$ cat src/rtl/mbist_pkg.sv
// MBIST shared types and defaults.
// Used by the response analyzer and its delay line.
package mbist_pkg;

  typedef enum logic [1:0] {
    IDLE,
    RUN,
    DRAIN,
    DONE
  } state_t;

  localparam int unsigned DEF_WIDTH = 10;
  localparam int unsigned DEF_ADDR_WIDTH = 5;

endpackage

$ cat src/rtl/bist_delay_line.sv
// Valid-tagged shift pipeline for in-flight reads.
// Flush clears every valid tag in one cycle.
module bist_delay_line #(
  parameter int unsigned DEPTH = 1,
  parameter int unsigned W = 8
) (
  input  logic         clk,
  input  logic         rst_n,
  input  logic         flush,
  input  logic         in_valid,
  input  logic [W-1:0] in_data,
  output logic         out_valid,
  output logic [W-1:0] out_data
);

  logic [DEPTH-1:0] vld;
  logic [W-1:0] dat [DEPTH];

  assign out_valid = vld[DEPTH-1];
  assign out_data = dat[DEPTH-1];

  // Shift tags and payload one stage per clock
  always_ff @(posedge clk or negedge rst_n) begin
    if (!rst_n) begin
      vld <= '0;
      for (int i = 0; i < DEPTH; i++) begin
        dat[i] <= '0;
      end
    end else begin
      if (flush) begin
        vld <= '0;
      end else begin
        vld[0] <= in_valid;
        for (int i = 1; i < DEPTH; i++) begin
          vld[i] <= vld[i-1];
        end
      end
      dat[0] <= in_data;
      for (int i = 1; i < DEPTH; i++) begin
        dat[i] <= dat[i-1];
      end
    end
  end

endmodule

$ cat src/rtl/bist_response_analyzer.sv
// MBIST read-side checker: delays expected data,
// compares with memory output, keeps fail results.
module bist_response_analyzer
  import mbist_pkg::*;
#(
  parameter int unsigned WIDTH = DEF_WIDTH,
  parameter int unsigned ADDR_WIDTH = DEF_ADDR_WIDTH,
  parameter int unsigned READ_LATENCY = 1,
  parameter int unsigned CNT_WIDTH = 8
) (
  input  logic                  clk,
  input  logic                  rst_n,
  input  logic                  NbarT,
  input  logic                  start,
  input  logic                  test_end,
  input  logic                  rd_en,
  input  logic [ADDR_WIDTH-1:0] rd_addr,
  input  logic [WIDTH-1:0]      exp_data,
  input  logic [WIDTH-1:0]      mem_dout,
  output logic                  busy,
  output logic                  done,
  output logic                  pass,
  output logic                  fail,
  output logic [ADDR_WIDTH-1:0] fail_addr,
  output logic [WIDTH-1:0]      fail_syndrome,
  output logic [CNT_WIDTH-1:0]  fail_count
);

  localparam int unsigned DW = ADDR_WIDTH + WIDTH;
  localparam int unsigned CW = $clog2(READ_LATENCY + 1);

  state_t state;
  logic [CW-1:0] dcnt;

  logic go;
  logic flush;
  logic push;
  logic cmp;
  logic mism;
  logic dl_valid;
  logic [DW-1:0] dl_data;
  logic [ADDR_WIDTH-1:0] d_addr;
  logic [WIDTH-1:0] d_exp;

  assign go = NbarT & start;
  assign flush = ~NbarT | start;
  assign push = go ? 1'b0
              : NbarT & rd_en & (state == RUN);
  assign {d_addr, d_exp} = dl_data;
  assign cmp = dl_valid & NbarT & ~start
             & ((state == RUN) | (state == DRAIN));
  assign mism = cmp & (d_exp != mem_dout);
  assign pass = done & ~fail;

  bist_delay_line #(
    .DEPTH (READ_LATENCY),
    .W     (DW)
  ) u_dly (
    .clk       (clk),
    .rst_n     (rst_n),
    .flush     (flush),
    .in_valid  (push),
    .in_data   ({rd_addr, exp_data}),
    .out_valid (dl_valid),
    .out_data  (dl_data)
  );

  // Session FSM; drain lasts exactly one read latency
  always_ff @(posedge clk or negedge rst_n) begin
    if (!rst_n) begin
      state <= IDLE;
      busy <= 1'b0;
      done <= 1'b0;
      dcnt <= '0;
    end else if (!NbarT) begin
      state <= IDLE;
      busy <= 1'b0;
      done <= 1'b0;
    end else if (start) begin
      state <= RUN;
      busy <= 1'b1;
      done <= 1'b0;
    end else begin
      unique case (state)
        RUN: begin
          if (test_end) begin
            state <= DRAIN;
            dcnt <= CW'(1);
          end
        end
        DRAIN: begin
          if (dcnt == CW'(READ_LATENCY)) begin
            state <= DONE;
            busy <= 1'b0;
            done <= 1'b1;
          end else begin
            dcnt <= dcnt + CW'(1);
          end
        end
        default: ;
      endcase
    end
  end

  // First-fail capture and saturating mismatch count
  always_ff @(posedge clk or negedge rst_n) begin
    if (!rst_n) begin
      fail <= 1'b0;
      fail_addr <= '0;
      fail_syndrome <= '0;
      fail_count <= '0;
    end else if (go) begin
      fail <= 1'b0;
      fail_addr <= '0;
      fail_syndrome <= '0;
      fail_count <= '0;
    end else if (mism) begin
      if (!fail) begin
        fail <= 1'b1;
        fail_addr <= d_addr;
        fail_syndrome <= d_exp ^ mem_dout;
      end
      if (fail_count != '1) begin
        fail_count <= fail_count + CNT_WIDTH'(1);
      end
    end
  end

endmodule

$ cat config.mk
export PLATFORM = sky130hd
export DESIGN_NAME = bist_response_analyzer
export DESIGN_NICKNAME = d
export VERILOG_FILES = /design/src/rtl/mbist_pkg.sv /design/src/rtl/bist_delay_line.sv /design/src/rtl/bist_response_analyzer.sv
export SDC_FILE = /design/constraint.sdc
export NUM_CORES = 1
export LEC_CHECK = 0
export ABC_CLOCK_PERIOD_IN_PS = 4930
export CORE_ASPECT_RATIO = 0.9
export CORE_MARGIN = 2
export CORE_UTILIZATION = 37
export DETAILED_ROUTE_END_ITERATION = 10
export GPL_ROUTABILITY_DRIVEN = 0
export GPL_TIMING_DRIVEN = 0
export PLACE_DENSITY = 0.66
export SYNTH_ARGS = -nofsm -noshare
export SYNTH_HDL_FRONTEND = slang
export SYNTH_SLANG_ARGS = --single-unit
export TNS_END_PERCENT = 100
$ cat constraint.sdc
create_clock -name clk -period 4.93 [get_ports clk]
set_input_delay 0.986 -clock clk [delete_from_list [all_inputs] [get_ports clk]]
set_output_delay 0.986 -clock clk [all_outputs]
set_load 0.005 [all_outputs]
==> impl_metrics.toml, run 1 <==
[sta]
setup_tns_ns = 0
drv_slew = 0
setup_ws_ns = 2.23
post-route-period-util_pct = 54.8
fin_skew_ns = 0.00313
period_minus_slack_ns = 2.70
setup_viol_count_final = 0
slew_headroom_pct = 70.5
worst-slew-pin-transition_ns = 0.443
max_freq_mhz = 370
grt_setup_unrepaired = "no"
hold_violations = 0

[global_routing]
grtUsageTotal_pct = 15.5
grt_pass1_vias = 1460
grt_max_degree = 35
antenna_found_initial = 0
grt_pass1_wl_um = 6780
overflow = 0

[drt]
drtPass1Iterations = 5
drc = 0
dr.first_iter.drc_count = 104
via_count = 1457
viasPerCell = 4.84
antenna_left = 0
wl_per_cell_um = 12.8
routed_wirelength_um = 3870

[logic_synthesis]
synth_cells = 170
synth-simple-area-share_pct = 18.1
muxShareOfSynthArea_pct = 3.32
synth_top_family_by_area = "simple AND/OR/NAND/NOR gates"
synth_fp_nets = 204
avgSynthCellArea_um2 = 11.1
synth_fa_ha_area_share_pct = 1.99
ys_ff_latch = 45
ys_seq_area_share_pct = 59.8
synth_area_um2 = 1880
synthXorXnorAreaFrac_pct = 4.65
yosysWarnings = 0
synth_compound_area_share_pct = 10.5
ys_types = 33

[clock_network]
postCtsResizedCells = 0
numCtsBuffers = 5
cts_tree = "done"
cts.clk_slew.worst_paths_ns = 0.08
cts.sinks = 45
clk_latency_ns = 0.29
cts_htree_levels = 2
holdBufCountCts = 0
cts_root_buffer = "clkbuf_8"
cts_buffer_depth = 2
cts_setup_buffers = 0

[floorplanning]
start_util_pct = 38.7
die_w_um = 79.2
die-area_um2 = 5680
fp.coreArea_um2 = 4860
die_y_um = 71.7
num_rows = 24
ios = 58

[cells_and_area]
fillers = 453
postLayoutCoreUtil_pct = 54.1
fin_nets = 269
n_antenna_cell = 0
syn_to_final_growth_pct = 39.7
final_cell_mix = "clkdlybuf4s50_1 (56), dfrtp_1 (45), nand2_1 (30)"
final_common_cell = "clkdlybuf4s50_1"
drive_above_1_share_pct = 5.51

[min_path]
holdPathStages = 2
hold_class = "flop to flop"
min_to = "fail_addr[1]$_DFFE_PN0P_"
min_from = "u_dly.out_data[11]$_DFF_PN0_"

[setup_path]
rrSetupSlack_ns = 2.83
cpPeakStageDelay_ns = 0.47
critPathKind = "primary input to flop"
start_kind = "primary input"
crit_fanout = 10
cpMaxStageDelayCell = "clkdlybuf4s50_1"
crit_required_ns = 5.14
crit_path_end_kind = "flop"
timing.rr.start = "state[0]$_DFFE_PN0P_"
arrival_ns = 2.91
rr_worst_depth = 7
crit_chain = "clkdlybuf4s50_1 -> xor2_1 -> and4bb_4 -> a31oi_1 -> clkbuf_1 -> mux2i_1"
r2r-end = "fail_syndrome[9]$_DFFE_PN0P_"

[power]
intPower_uw = 518
power.total_uw = 668
cellPowerDensity_nw_per_um2 = 254
power.switching_uw = 150
combPwrFrac_pct = 10.3
p_seq_share_pct = 57.3
power_frac_clock_pct = 32.4
peakVddDrop_mv = 0.167
p_leak_uw = 0.00111
sw_frac_of_total_pct = 22.4

[placed_design]
pre_cts_slack_ns = 1.92
io_buffers = 57
post-dp-hpwl_um = 2880

[status]
status = "completed"

[job]
cap_violations = 0
## synthesized netlist by cell type
cell      instances  area, µm²
mux2_2            2       22.5
a31o_4            1       17.5
a21oi_1           5       25.0
or2_1             1       6.26
dfrtp_1          45       1130
o21ai_0          14       70.1
a31oi_2           1       12.5
o21a_1            2       15.0
xor2_1            6       52.6
nor3_1            2       10.0
or4_1             1       7.51
and4bb_4          2       32.5
ha_1              3       37.5
nand2_1          30        113
nor3b_1           1       7.51
and2_1            2       12.5
nor2_1           11       41.3
nand4b_1          1       8.76
o31ai_1           1       7.51
and4_1            1       8.76
a31oi_1           1       6.26
a21boi_0          1       7.51
inv_1             5       18.8
nand3_1           7       35.0
clkbuf_1          3       11.3
a221o_1           1       10.0
a211o_1           1       8.76
nor2b_1           5       31.3
a22o_1            2       17.5
and3_1            2       12.5
mux2i_1           4       40.0
xnor2_1           4       35.0
nand3b_1          2       15.0
## sequential cells by signal, indices dropped and copies added (netlist names)
register / flops
busy: 1
u_dly.out_valid: 1
state: 2
fail_count: 8
done: 1
fail: 1
fail_addr: 5
dcnt: 1
fail_syndrome: 10
u_dly.out_data: 15
## through the flow
step | std cells | hold WS (ns) | cell area [µm²]
floorplan | 170 | 0.426 | 1880
global placement | 292 | 0.428 | 2530
detailed placement | 293 | 0.439 | 2550
CTS | 301 | 0.459 | 2630
global route | 301 | 0.491 | 2630
finish | 301 | 0.457 | 2630
## power groups by stage
stage / Sequential [µW] / Combinational [µW] / Clock [µW]
3_5_place_dp: 391 / 70.1 / 0
6_report: 383 / 68.9 / 216
4_1_cts: 383 / 70.2 / 224
3_3_place_gp: 390 / 67.5 / 0
5_1_grt: 384 / 77.2 / 238
2_1_floorplan: 390 / 24.5 / 0
## worst max-delay path: cells and delay by family
kind	cells	cell delay, ns
xor gates and xnor gates	1	0.20
and+or+nand+nor	1	0.28
buffers and inverters	2	0.88
AOI/OAI and AO/OA	1	0.33
muxes	1	0.23
## worst max path at each step
stage | start | end | slack, ns
2_1_floorplan | mem_dout[0] | fail_count[5]$_DFFE_PN0P_ | 2.59
3_3_place_gp | rst_n | fail_addr[1]$_DFFE_PN0P_ | 1.66
3_5_place_dp | mem_dout[0] | fail_syndrome[4]$_DFFE_PN0P_ | 1.92
4_1_cts | mem_dout[0] | fail_syndrome[4]$_DFFE_PN0P_ | 2.22
5_1_grt | mem_dout[0] | fail_addr[4]$_DFFE_PN0P_ | 2.07
6_report | mem_dout[0] | fail_syndrome[9]$_DFFE_PN0P_ | 2.23
## area by class of cell
cell class | instances | area, µm² | area share (%)
clock buffers | 8 | 80.1 | 3.04
inverters | 5 | 18.8 | 0.714
well taps | 65 | 81.3 | 3.09
repair buffers | 58 | 586 | 22.3
plain buffers | 3 | 11.3 | 0.428
multi-input cells | 117 | 727 | 27.6
flip-flops and latches | 45 | 1130 | 42.8
## logic make-up after synthesis
kind of cell	Yosys count
fa+ha+maj	3
compound gates	30
simple gates	68
buf+inv	8
xor+xnor	10
mux	6
flops	45
## layer usage
| layer | vias up | track usage [%] | share of wire [%] |
|---|---|---|---|
| met4 | 0 | 6.51 | 1.4 |
| met3 | 5 | 4.79 | 7.5 |
| li1 | 711 | - | - |
| met2 | 56 | 22.1 | 43 |
| met5 | - | 0 | 0 |
| met1 | 685 | 21.9 | 48 |
Power figures use the tool's default switching activity.
==> run 2, diff against run 1 <==
--- a/config.mk
+++ b/config.mk
@@ -5,14 +5,14 @@
 export SDC_FILE = /design/constraint.sdc
 export NUM_CORES = 1
 export LEC_CHECK = 0
-export ABC_CLOCK_PERIOD_IN_PS = 4930
+export ABC_CLOCK_PERIOD_IN_PS = 2400
 export CORE_ASPECT_RATIO = 0.9
 export CORE_MARGIN = 2
 export CORE_UTILIZATION = 37
 export DETAILED_ROUTE_END_ITERATION = 10
 export GPL_ROUTABILITY_DRIVEN = 0
 export GPL_TIMING_DRIVEN = 0
-export PLACE_DENSITY = 0.66
+export PLACE_DENSITY = 0.68
 export SYNTH_ARGS = -nofsm -noshare
 export SYNTH_HDL_FRONTEND = slang
 export SYNTH_SLANG_ARGS = --single-unit
==> constraint.sdc (replaced) <==
create_clock -name clk -period 2.4 [get_ports clk]
set_input_delay 0.48 -clock clk [delete_from_list [all_inputs] [get_ports clk]]
set_output_delay 0.48 -clock clk [all_outputs]
set_load 0.005 [all_outputs]
==> impl_metrics.toml, run 2 (same netlist as run 1, synthesis figures left out) <==
[power]
cellPowerDensity_nw_per_um2 = 521
peakVddDrop_mv = 0.284
p_leak_uw = 0.00112

[cells_and_area]
largest_reg_flops = 15
syn_to_final_growth_pct = 39.8
final_cell_mix = "clkdlybuf4s50_1 (56), dfrtp_1 (45), nand2_1 (30)"
drive_above_1_share_pct = 6.36
final_common_cell = "clkdlybuf4s50_1"
layout.cells.non_filler = 301
fin_nets = 269
n_antenna_cell = 0
fillers = 463

[drt]
dr.first_iter.drc_count = 74
antenna_left = 0
wl_per_cell_um = 12.8
drtPass1Iterations = 4
viasPerCell = 4.76
via_count = 1434
routed_wirelength_um = 3850
drc = 0

[global_routing]
antenna_found_initial = 0
grt_pass1_wl_um = 6290
grtUsageTotal_pct = 14.5
grt_pass1_vias = 1342
grt_max_degree = 28
overflow = 0

[setup_path]
crit_required_ns = 2.61
crit_fanout = 10
critPathKind = "primary input to flop"
crit_path_end_kind = "flop"
start_kind = "primary input"
arrival_ns = 2.39

[clock_network]
cts_setup_buffers = 0
postCtsResizedCells = 0
cts.sinks = 45
cts_root_buffer = "clkbuf_8"
numCtsBuffers = 5
cts_htree_levels = 2
cts_buffer_depth = 2
clk_latency_ns = 0.29
cts.clk_slew.worst_paths_ns = 0.08
holdBufCountCts = 0
cts_tree = "done"

[floorplanning]
fp.coreArea_um2 = 4860
num_rows = 24
die-area_um2 = 5680
ios = 58
die_w_um = 79.2
start_util_pct = 38.7
die_y_um = 71.7

[sta]
fin_hold_ws_ns = 0.130
worst-slew-pin-transition_ns = 0.459
grt_setup_unrepaired = "no"
period_minus_slack_ns = 2.17
setup_viol_count_final = 0
hold_violations = 0
slew_headroom_pct = 69.4
post-route-period-util_pct = 90.6
max_freq_mhz = 460
drv_slew = 0
fin_skew_ns = 0.00285

[placed_design]
place_inst = 293
io_buffers = 57
post-dp-hpwl_um = 2910

[job]
cap_violations = 0

[status]
status = "completed"

[min_path]
hold_class = "primary input to asynchronous set/reset pin"
## run 2: final timing paths
kind	startpoint	endpoint	slack, ns	cells past startpoint
max	mem_dout[0]	fail_syndrome[9]$_DFFE_PN0P_	0.23	6
min	rst_n	busy$_DFFE_PN0P_	0.13	1
max reg2reg	state[0]$_DFFE_PN0P_	fail_syndrome[9]$_DFFE_PN0P_	0.31	7
min reg2reg	u_dly.out_data[12]$_DFF_PN0_	fail_addr[2]$_DFFE_PN0P_	0.46	2
max in group asynchronous	rst_n	u_dly.out_data[13]$_DFF_PN0_	1.78	2
min in group clk	u_dly.out_data[12]$_DFF_PN0_	fail_addr[2]$_DFFE_PN0P_	0.46	2
## run 2: critical path: stages
cell and delay [ns]:
clkdlybuf4s50_1 0.48, xor2_1 0.18, and4bb_4 0.28, a31oi_1 0.32
clkbuf_1 0.40, mux2i_1 0.24
## run 2: layout make-up
class | instances | area [µm²] | share of cell area (%)
Clock buffer | 6 | 72.6 | 2.76
Tap cell | 65 | 81.3 | 3.09
Multi-Input combinational cell | 117 | 727 | 27.6
Clock inverter | 2 | 10.0 | 0.380
Sequential cell | 45 | 1130 | 42.8
Inverter | 5 | 18.8 | 0.713
Timing Repair Buffer | 58 | 586 | 22.2
Buffer | 3 | 11.3 | 0.428
## run 2: stage by stage
stage | area, µm² | TNS (ns) | power, µW | util [%] | worst slack (ns)
after CTS | 2630 | 0 | 1390 | 54.1 | 0.142
after floorplan | 1880 | 0 | 852 | - | 0.512
after detailed placement | 2550 | -1.44 | 945 | 52.4 | -0.158
final | 2630 | 0 | 1370 | 54.1 | 0.226
after global routing | 2630 | 0 | 1440 | 54.1 | 0.0491
after global placement | 2530 | -19.18 | 940 | 52.1 | -0.402
## run 2: routing by layer
metal	track usage [%]	part of all wire, %
met1	20.3	48
met2	21.6	45
met3	4.28	5.9
met4	5.17	0.88
met5	0	0
## run 2: power breakdown
part / switching, µW / total [µW] / internal (µW)
sequential: 9.51 / 787 / 777
combinational: 59.8 / 140 / 80.3
clock: 243 / 445 / 202
